===== src/rtl/window_buffer_ctrl.sv =====
// Circular 16-entry window buffer feeding a 16:1 byte-select mux.
// Fills the window, scans it oldest-first, then slides it by a latched stride.
module window_buffer_ctrl #(
  parameter int DATA_W = 8,
  parameter int DEPTH  = 16
) (
  input  logic              clk,
  input  logic              rst_n,
  input  logic              start,
  input  logic [3:0]        stride,
  input  logic              stop,
  input  logic              in_valid,
  input  logic [DATA_W-1:0] in_data,
  output logic              in_ready,
  output logic [DATA_W-1:0] window [0:DEPTH-1],
  output logic [3:0]        sel,
  output logic              sel_valid,
  input  logic              sel_ready,
  output logic              last,
  output logic              busy,
  output logic              done
);

  typedef enum logic [1:0] {
    S_IDLE = 2'd0,
    S_FILL = 2'd1,
    S_SCAN = 2'd2
  } state_t;

  state_t            r_state;
  state_t            w_state_nxt;
  logic [3:0]        r_head;
  logic [3:0]        r_wp;
  logic [3:0]        r_idx;
  logic [4:0]        r_count;
  logic [4:0]        r_stride;
  logic              r_done;
  logic [DATA_W-1:0] r_mem [0:DEPTH-1];

  logic              w_full;
  logic              w_in_acc;
  logic              w_sel_acc;
  logic              w_end_scan;
  logic [4:0]        w_stride_in;

  assign w_full      = (r_count == 5'd16);
  assign in_ready    = (r_state == S_FILL) && !w_full;
  assign w_in_acc    = in_valid && in_ready;
  assign sel_valid   = (r_state == S_SCAN);
  assign w_sel_acc   = sel_valid && sel_ready;
  assign last        = sel_valid && (r_idx == 4'd15);
  assign w_end_scan  = w_sel_acc && (r_idx == 4'd15);
  assign sel         = r_head + r_idx;
  assign busy        = (r_state != S_IDLE);
  assign done        = r_done;
  // A stride of 0 encodes a full 16-entry reload.
  assign w_stride_in = (stride == 4'd0) ? 5'd16 : {1'b0, stride};

  always_comb begin
    for (int i = 0; i < DEPTH; i++) begin
      window[i] = r_mem[i];
    end
  end

  // Next-state logic for the fill/scan sequencer.
  always_comb begin
    w_state_nxt = r_state;
    case (r_state)
      S_IDLE: begin
        if (start) begin
          w_state_nxt = w_full ? S_SCAN : S_FILL;
        end else begin
          w_state_nxt = S_IDLE;
        end
      end
      S_FILL: begin
        if (w_in_acc && (r_count == 5'd15)) begin
          w_state_nxt = S_SCAN;
        end else begin
          w_state_nxt = S_FILL;
        end
      end
      S_SCAN: begin
        if (w_end_scan) begin
          w_state_nxt = stop ? S_IDLE : S_FILL;
        end else begin
          w_state_nxt = S_SCAN;
        end
      end
      default: w_state_nxt = S_IDLE;
    endcase
  end

  // State, pointers, counters and window storage.
  always_ff @(posedge clk or negedge rst_n) begin
    if (!rst_n) begin
      r_state  <= S_IDLE;
      r_head   <= 4'd0;
      r_wp     <= 4'd0;
      r_idx    <= 4'd0;
      r_count  <= 5'd0;
      r_stride <= 5'd16;
      r_done   <= 1'b0;
      for (int i = 0; i < DEPTH; i++) begin
        r_mem[i] <= {DATA_W{1'b0}};
      end
    end else begin
      r_state <= w_state_nxt;
      r_done  <= 1'b0;
      if ((r_state == S_IDLE) && start) begin
        r_stride <= w_stride_in;
      end
      if (w_in_acc) begin
        r_mem[r_wp] <= in_data;
        r_wp        <= r_wp + 4'd1;
        r_count     <= r_count + 5'd1;
      end
      if (w_sel_acc) begin
        if (r_idx == 4'd15) begin
          r_idx <= 4'd0;
          // Stopping re-bases the window on the write pointer so the next frame starts empty.
          if (stop) begin
            r_count <= 5'd0;
            r_head  <= r_wp;
            r_done  <= 1'b1;
          end else begin
            r_head  <= r_head + r_stride[3:0];
            r_count <= 5'd16 - r_stride;
          end
        end else begin
          r_idx <= r_idx + 4'd1;
        end
      end
    end
  end

endmodule


===== config.mk =====
export PLATFORM = sky130hd
export DESIGN_NAME = window_buffer_ctrl
export DESIGN_NICKNAME = d
export VERILOG_FILES = /design/src/rtl/window_buffer_ctrl.sv
export SDC_FILE = /design/constraint.sdc
export NUM_CORES = 1
export LEC_CHECK = 0
export BUFFER_PORTS_ARGS = -buffer_cell sky130_fd_sc_hd__buf_2
export CAP_MARGIN = 20
export CORE_ASPECT_RATIO = 0.6
export CORE_MARGIN = 3
export CORE_UTILIZATION = 45
export CTS_CLUSTER_DIAMETER = 200
export DETAILED_ROUTE_END_ITERATION = 8
export HOLD_SLACK_MARGIN = 0.05
export PLACE_DENSITY = 0.74
export SLEW_MARGIN = 15
export SYNTH_ARGS = -nofsm -noshare
export SYNTH_HDL_FRONTEND = slang
export SYNTH_SLANG_ARGS = --single-unit

===== constraint.sdc =====
create_clock -name clk -period 7 [get_ports clk]
set_clock_uncertainty 0.05 [all_clocks]
set_input_delay 1.75 -clock clk [delete_from_list [all_inputs] [get_ports clk]]
set_output_delay 1.75 -clock clk [all_outputs]
set_load 0.005 [all_outputs]

==> results of run 1 <==
## flip-flops by register name, indices dropped and copies added (netlist names)
signal and cells:
window 128, r_wp 4, r_head 4, r_idx 4, r_count 5, r_stride 5, r_state 2, done 1
## how the worst max path moves through the flow
stage	startpoint	end	slack, ns	cells past startpoint
2_1_floorplan	in_valid	window[119]$_DFFE_PN0P_	3.86	5
3_3_place_gp	in_valid	window[55]$_DFFE_PN0P_	3.46	4
3_5_place_dp	in_valid	window[51]$_DFFE_PN0P_	3.42	4
4_1_cts	r_count[0]$_DFF_PN0_	in_ready	3.02	7
5_1_grt	r_count[0]$_DFF_PN0_	in_ready	2.92	7
6_report	r_count[0]$_DFF_PN0_	in_ready	3.03	7
## area by class of cell
class,count,area share
Clock buffer,18,0.0542
Clock inverter,14,0.0188
Inverter,19,0.00880
Multi-Input combinational cell,272,0.318
Sequential cell,153,0.473
Tap cell,192,0.0296
Timing Repair Buffer,156,0.0977
## cell families (layout without fill, tap and decap cells)
logic type / Yosys count / count (layout) / synth area share
AO/OA/AOI/OAI: 32 / 32 / 0.0268
buffers and inverters: 39 / 207 / 0.0251
AND/OR/NAND/NOR: 76 / 76 / 0.0847
flip-flops: 153 / 153 / 0.583
adder cells (fa/ha/maj): 17 / 17 / 0.0346
multiplexers: 133 / 133 / 0.227
XOR/XNOR: 14 / 14 / 0.0187
## stage by stage
stage	setup slack, ns	utilization	hold WS (ns)
after floorplan	3.86	-	0.421
after global placement	3.46	0.538	0.415
after detailed placement	3.42	0.538	0.420
after CTS	3.02	0.581	0.434
after global routing	2.92	0.581	0.447
final	3.03	0.581	0.429
## metal layers
metal / vias up / global-route usage / share of wire
met2: 162 / 0.297 / 0.43
met4: 0 / 0.0446 / 0.0046
met1: 2182 / 0.305 / 0.47
met5: - / 0 / 0
met3: 10 / 0.0616 / 0.095
li1: 1941 / - / -
## worst max-delay path: stages, from the launching register on
cell	delay, ns
dfrtp_1	0.42
inv_1	0.08
ha_1	0.15
nand4bb_1	0.31
nand2b_1	0.19
buf_4	0.34
inv_1	0.11
buf_2	0.15
## report_power, final
group	internal, mW	switching (mW)
clock network	0.516	0.399
logic	0.671	0.576
registers	1.29	0.264
## layout by cell type, fill, tap and decap left out, types with 2 or more instances in the layout
master	netlist	layout
or2_2	2	2
nor2_1	8	8
xor2_1	4	4
nor3_4	8	8
a21oi_1	9	9
inv_1	19	19
and2_1	3	3
inv_8	0	4
mux2i_1	2	2
buf_4	0	2
mux2_1	4	4
and3_1	2	2
inv_6	0	5
nand2_1	25	25
nor4_4	4	4
ha_1	15	15
nand2b_1	2	2
and3b_1	2	2
clkbuf_16	0	17
o21ai_0	16	16
nand3b_1	2	2
nand4_1	3	3
dfrtp_1	152	152
xnor2_1	10	10
nand3_1	5	5
mux2_2	127	127
buf_2	3	153
clkinv_4	0	3
fa_1	2	2
nor2b_1	2	2
==> impl_metrics.tcl, run 1 <==
set metrics [dict create \
    drt_iter0_drc 208 \
    fp.dieArea_um2 16100 \
    drv_slew 0 \
    stdcell_count 824 \
    yosysMostFrequentCell "dfrtp_1" \
    drc 0 \
    diodes 0 \
    holdPathStages 1 \
    max_freq_mhz 252 \
    hold_buffers 0 \
    gp_congestion 0.791 \
    post-route-period-util 0.567 \
    path_clk_slew_ns 0.07 \
    reg2reg_to "window[53]$_DFFE_PN0P_" \
    async_flop_share 1.00 \
    worstPathArrival_ns 2.17 \
    synth_area_leaders "dfrtp_1, mux2_2, ha_1" \
    yosys-top-cells-count "dfrtp_1, mux2_2, nand2_1" \
    wirelength_um 16000 \
    crit_fanout 13 \
    place_hpwl_um 11600 \
    clock_latency_ns 0.41 \
    setup.worst_path.class "reg2out" \
    first_pass_iters 4 \
    min_to "window[63]$_DFFE_PN0P_" \
    vdd_ir_drop_max_mv 0.195 \
    multiInputGateArea_um2 2580 \
    r2r-start "r_count[0]$_DFF_PN0_" \
    fp.dieW_um 162 \
    cap_violations 0 \
    regArea_um2 3830 \
    r2r_slack_ns 4.46 \
    relSlewSlack 0.338 \
    worstMarginPinSlew_ns 0.989 \
    setup_viol_count_final 0 \
    rsz0062_at_grt "no" \
    wl_per_cell_um 19.4 \
    htree_levels 4 \
    io_buffers 154 \
    cts_buffers 17 \
    grt_overflow 0 \
    vias 4295 \
    syn_inst 464 \
    antenna_left 0 \
    fillers 1161 \
    grt_pass1_wl_um 25400 \
    netlist_area_um2 6570 \
    fin_nets 654 \
    yosys_warnings 0 \
    drive_gt1_frac 0.525 \
    min-delay-start "window[63]$_DFFE_PN0P_" \
    worst_ep_required_time_ns 5.20 \
    seq_area_frac_synth 0.583 \
    cts_tree "built" \
    hold_path_class "reg2reg" \
    avgSynthCellArea_um2 14.2 \
    yosysUniqueCellTypes 43 \
    syn_to_final_growth_pct 23.3 \
    clockBufferDepth 2 \
    finalHoldViolCount 0 \
    num_rows 33 \
    yosysTopAreaCell "dfrtp_1" \
    cellLeakagePower_nw 3.97 \
    start_kind "flip-flop" \
    dpl-instance-area_um2 7510 \
    ys_ff_latch 153 \
    ioPinCount 155 \
    rr_worst_depth 7 \
    synth_edf_count 0 \
    cts_sinks 153 \
    power_density_nw_per_um2 458 \
    track_usage 0.204 \
    outcome "finished, final reports clean" \
    first_global_vias 4455 \
    vias_per_cell 5.21 \
    cts_setup_buffers 0 \
    initial_core_util 0.471 \
    cp-end-kind "output pin" \
    fin_crit_ns 3.97 \
    synth_top_cell_area_share 0.579 \
    synthFlopType "dfrtp_1" \
    dieHeight_um 99.6 \
    power.total_mw 3.71 \
    ctsRootBufferMaster "clkbuf_16" \
    postCtsResizedCells 0 \
    postLayoutCellArea_um2 8100 \
    final.setup.tns_ns 0 \
    antenna_found_initial 0 \
    core_area_um2 14000 \
    place_inst 792 \
    grt_start_max_net_pins 89 \
    synth_fp_nets 499 \
]
Power figures use the tool's default switching activity.
==> run 2: changes to the inputs <==
- PLACE_DENSITY: 0.74 -> 0.76
- clock period: 7 -> 3.5 ns (I/O delays scaled with it)
==> run 2 against run 1 <==
  * Count of clock-buffer cells in the layout is 1 lower
  * Sequential power up 100%
  * Die area unchanged
  * Critical path depth down 1
  * Routed wire length is 0.36% higher
  * Sequential share of layout area shrank 0.25 points
  * Design area grew 0.52%
  * Setup slack got worse by 2.6 ns
  * Utilization is 0.30 points higher
==> impl_metrics.tcl, run 2 (synthesis gave the netlist of run 1 again) <==
set metrics [dict create \
    place_inst 795 \
    clockBufferDepth 2 \
    regArea_um2 3830 \
    stdcell_count 827 \
    holdWs_ns 0.344 \
    cp_common_cell "inv_1" \
    cts_sinks 153 \
    io_buffers 154 \
    power.total_mw 7.40 \
    top_layer "met4" \
    cts_setup_buffers 0 \
    clock_latency_ns 0.41 \
    core_area_um2 14000 \
    r2r_slack_ns 0.81 \
    cts_buffers 17 \
    first_global_vias 4526 \
    outcome "finished, final reports clean" \
    crit_path_end "in_ready" \
    initial_core_util 0.471 \
    drive_gt1_frac 0.528 \
    finalHoldViolCount 0 \
    fp.dieW_um 162 \
    postCtsResizedCells 0 \
    final_cell_mix "buf_2, dfrtp_1, mux2_2" \
    max_stage_delay_ns 0.51 \
    setup_viol_count_final 0 \
    fin_ws_ns 0.456 \
    grt_start_max_net_pins 55 \
    dieHeight_um 99.6 \
    path_cells "inv_1, ha_1, nand4bb_1, nand2b_1, inv_1, buf_2" \
    power_density_nw_per_um2 909 \
    ctsRootBufferMaster "clkbuf_16" \
    rsz0062_at_grt "no" \
    cellLeakagePower_nw 3.99 \
    fp.dieArea_um2 16100 \
    rr_worst_depth 7 \
    vias 4325 \
    cap_violations 0 \
    relSlewSlack 0.483 \
    max_freq_mhz 328 \
    multiInputGateArea_um2 2580 \
    antenna_found_initial 0 \
    setup.worst_path.class "reg2out" \
    wl_per_cell_um 19.4 \
    slowest_stage "nand2b_1" \
    fin_nets 657 \
    gp_congestion 0.832 \
    final.setup.tns_ns 0 \
    r2r-start "r_count[0]$_DFF_PN0_" \
    largest_reg_flops 128 \
    startpoint "r_count[0]$_DFF_PN0_" \
    wirelength_um 16000 \
    path_clk_slew_ns 0.07 \
    post-route-period-util 0.870 \
    dr_wl_met3_um 1080 \
    vias_per_cell 5.23 \
    track_usage 0.204 \
    grt_overflow 0 \
    hold_buffers 0 \
    htree_levels 4 \
    first_pass_iters 4 \
    place_hpwl_um 11500 \
    num_rows 33 \
    antenna_left 0 \
    start_kind "flip-flop" \
    cp-end-kind "output pin" \
    reg2reg_to "window[1]$_DFFE_PN0P_" \
    worst_ep_required_time_ns 2.57 \
    grt_pass1_wl_um 25300 \
    pre_cts_slack_ns 0.828 \
    vdd_ir_drop_max_mv 0.456 \
    worstPathArrival_ns 2.12 \
    drc 0 \
    worstMarginPinSlew_ns 0.774 \
    diodes 0 \
    wl_met1_um 7760 \
    cts_tree "built" \
    crit_fanout 9 \
    fin_crit_ns 3.04 \
    syn_to_final_growth_pct 23.9 \
    drv_slew 0 \
    fillers 1158 \
    hold_path_class "in2async" \
    ioPinCount 155 \
    layout_commonest_cell "buf_2" \
    wl_met2_um 7120 \
    drt_iter0_drc 147 \
]
==> run 2: layer usage <==
metal,vias up,track usage
met3,8,0.0616
met4,0,0.0354
met1,2235,0.294
li1,1949,-
met5,-,0
met2,133,0.312
==> run 2: worst min-delay path by stage <==
stage               depth (start not counted)                    start  slack [ns]                 endpoint
finish                                      1                    rst_n        0.34  window[108]$_DFFE_PN0P_
global route                                1                    rst_n        0.35  window[108]$_DFFE_PN0P_
CTS                                         1                    rst_n        0.34  window[108]$_DFFE_PN0P_
detailed placement                          1  window[120]$_DFFE_PN0P_        0.44  window[120]$_DFFE_PN0P_
global placement                            1   window[97]$_DFFE_PN0P_        0.43   window[97]$_DFFE_PN0P_
floorplan                                   1      r_wp[3]$_DFFE_PN0P_        0.42      r_wp[3]$_DFFE_PN0P_
==> run 2: cell type report <==
type                       count  area share
multi-input combinational    272       0.317
timing repair buffer         159       0.102
tap                          192      0.0295
clock inverter                15      0.0213
clock buffer                  17      0.0522
sequential                   153       0.470
inverter                      19     0.00875
==> run 2: critical path: cells and delay by family, from the launching register on <==
family                     cells  cell delay (ns)
adders and majority gates      1             0.14
buffers and inverters          3             0.33
DFF                            1             0.42
and+or+nand+nor                2             0.84
==> run 2: power breakdown <==
group          total, mW  internal (mW)  switching (mW)
Combinational       2.47           1.34            1.13
Clock               1.81          0.964           0.847
Sequential          3.12           2.57           0.547
==> run 2: stage by stage <==
step | utilization | area, um2
6_report | 0.584 | 8150
2_1_floorplan | - | 6570
3_5_place_dp | 0.541 | 7550
4_1_cts | 0.584 | 8150
3_3_place_gp | 0.541 | 7550
5_1_grt | 0.584 | 8150
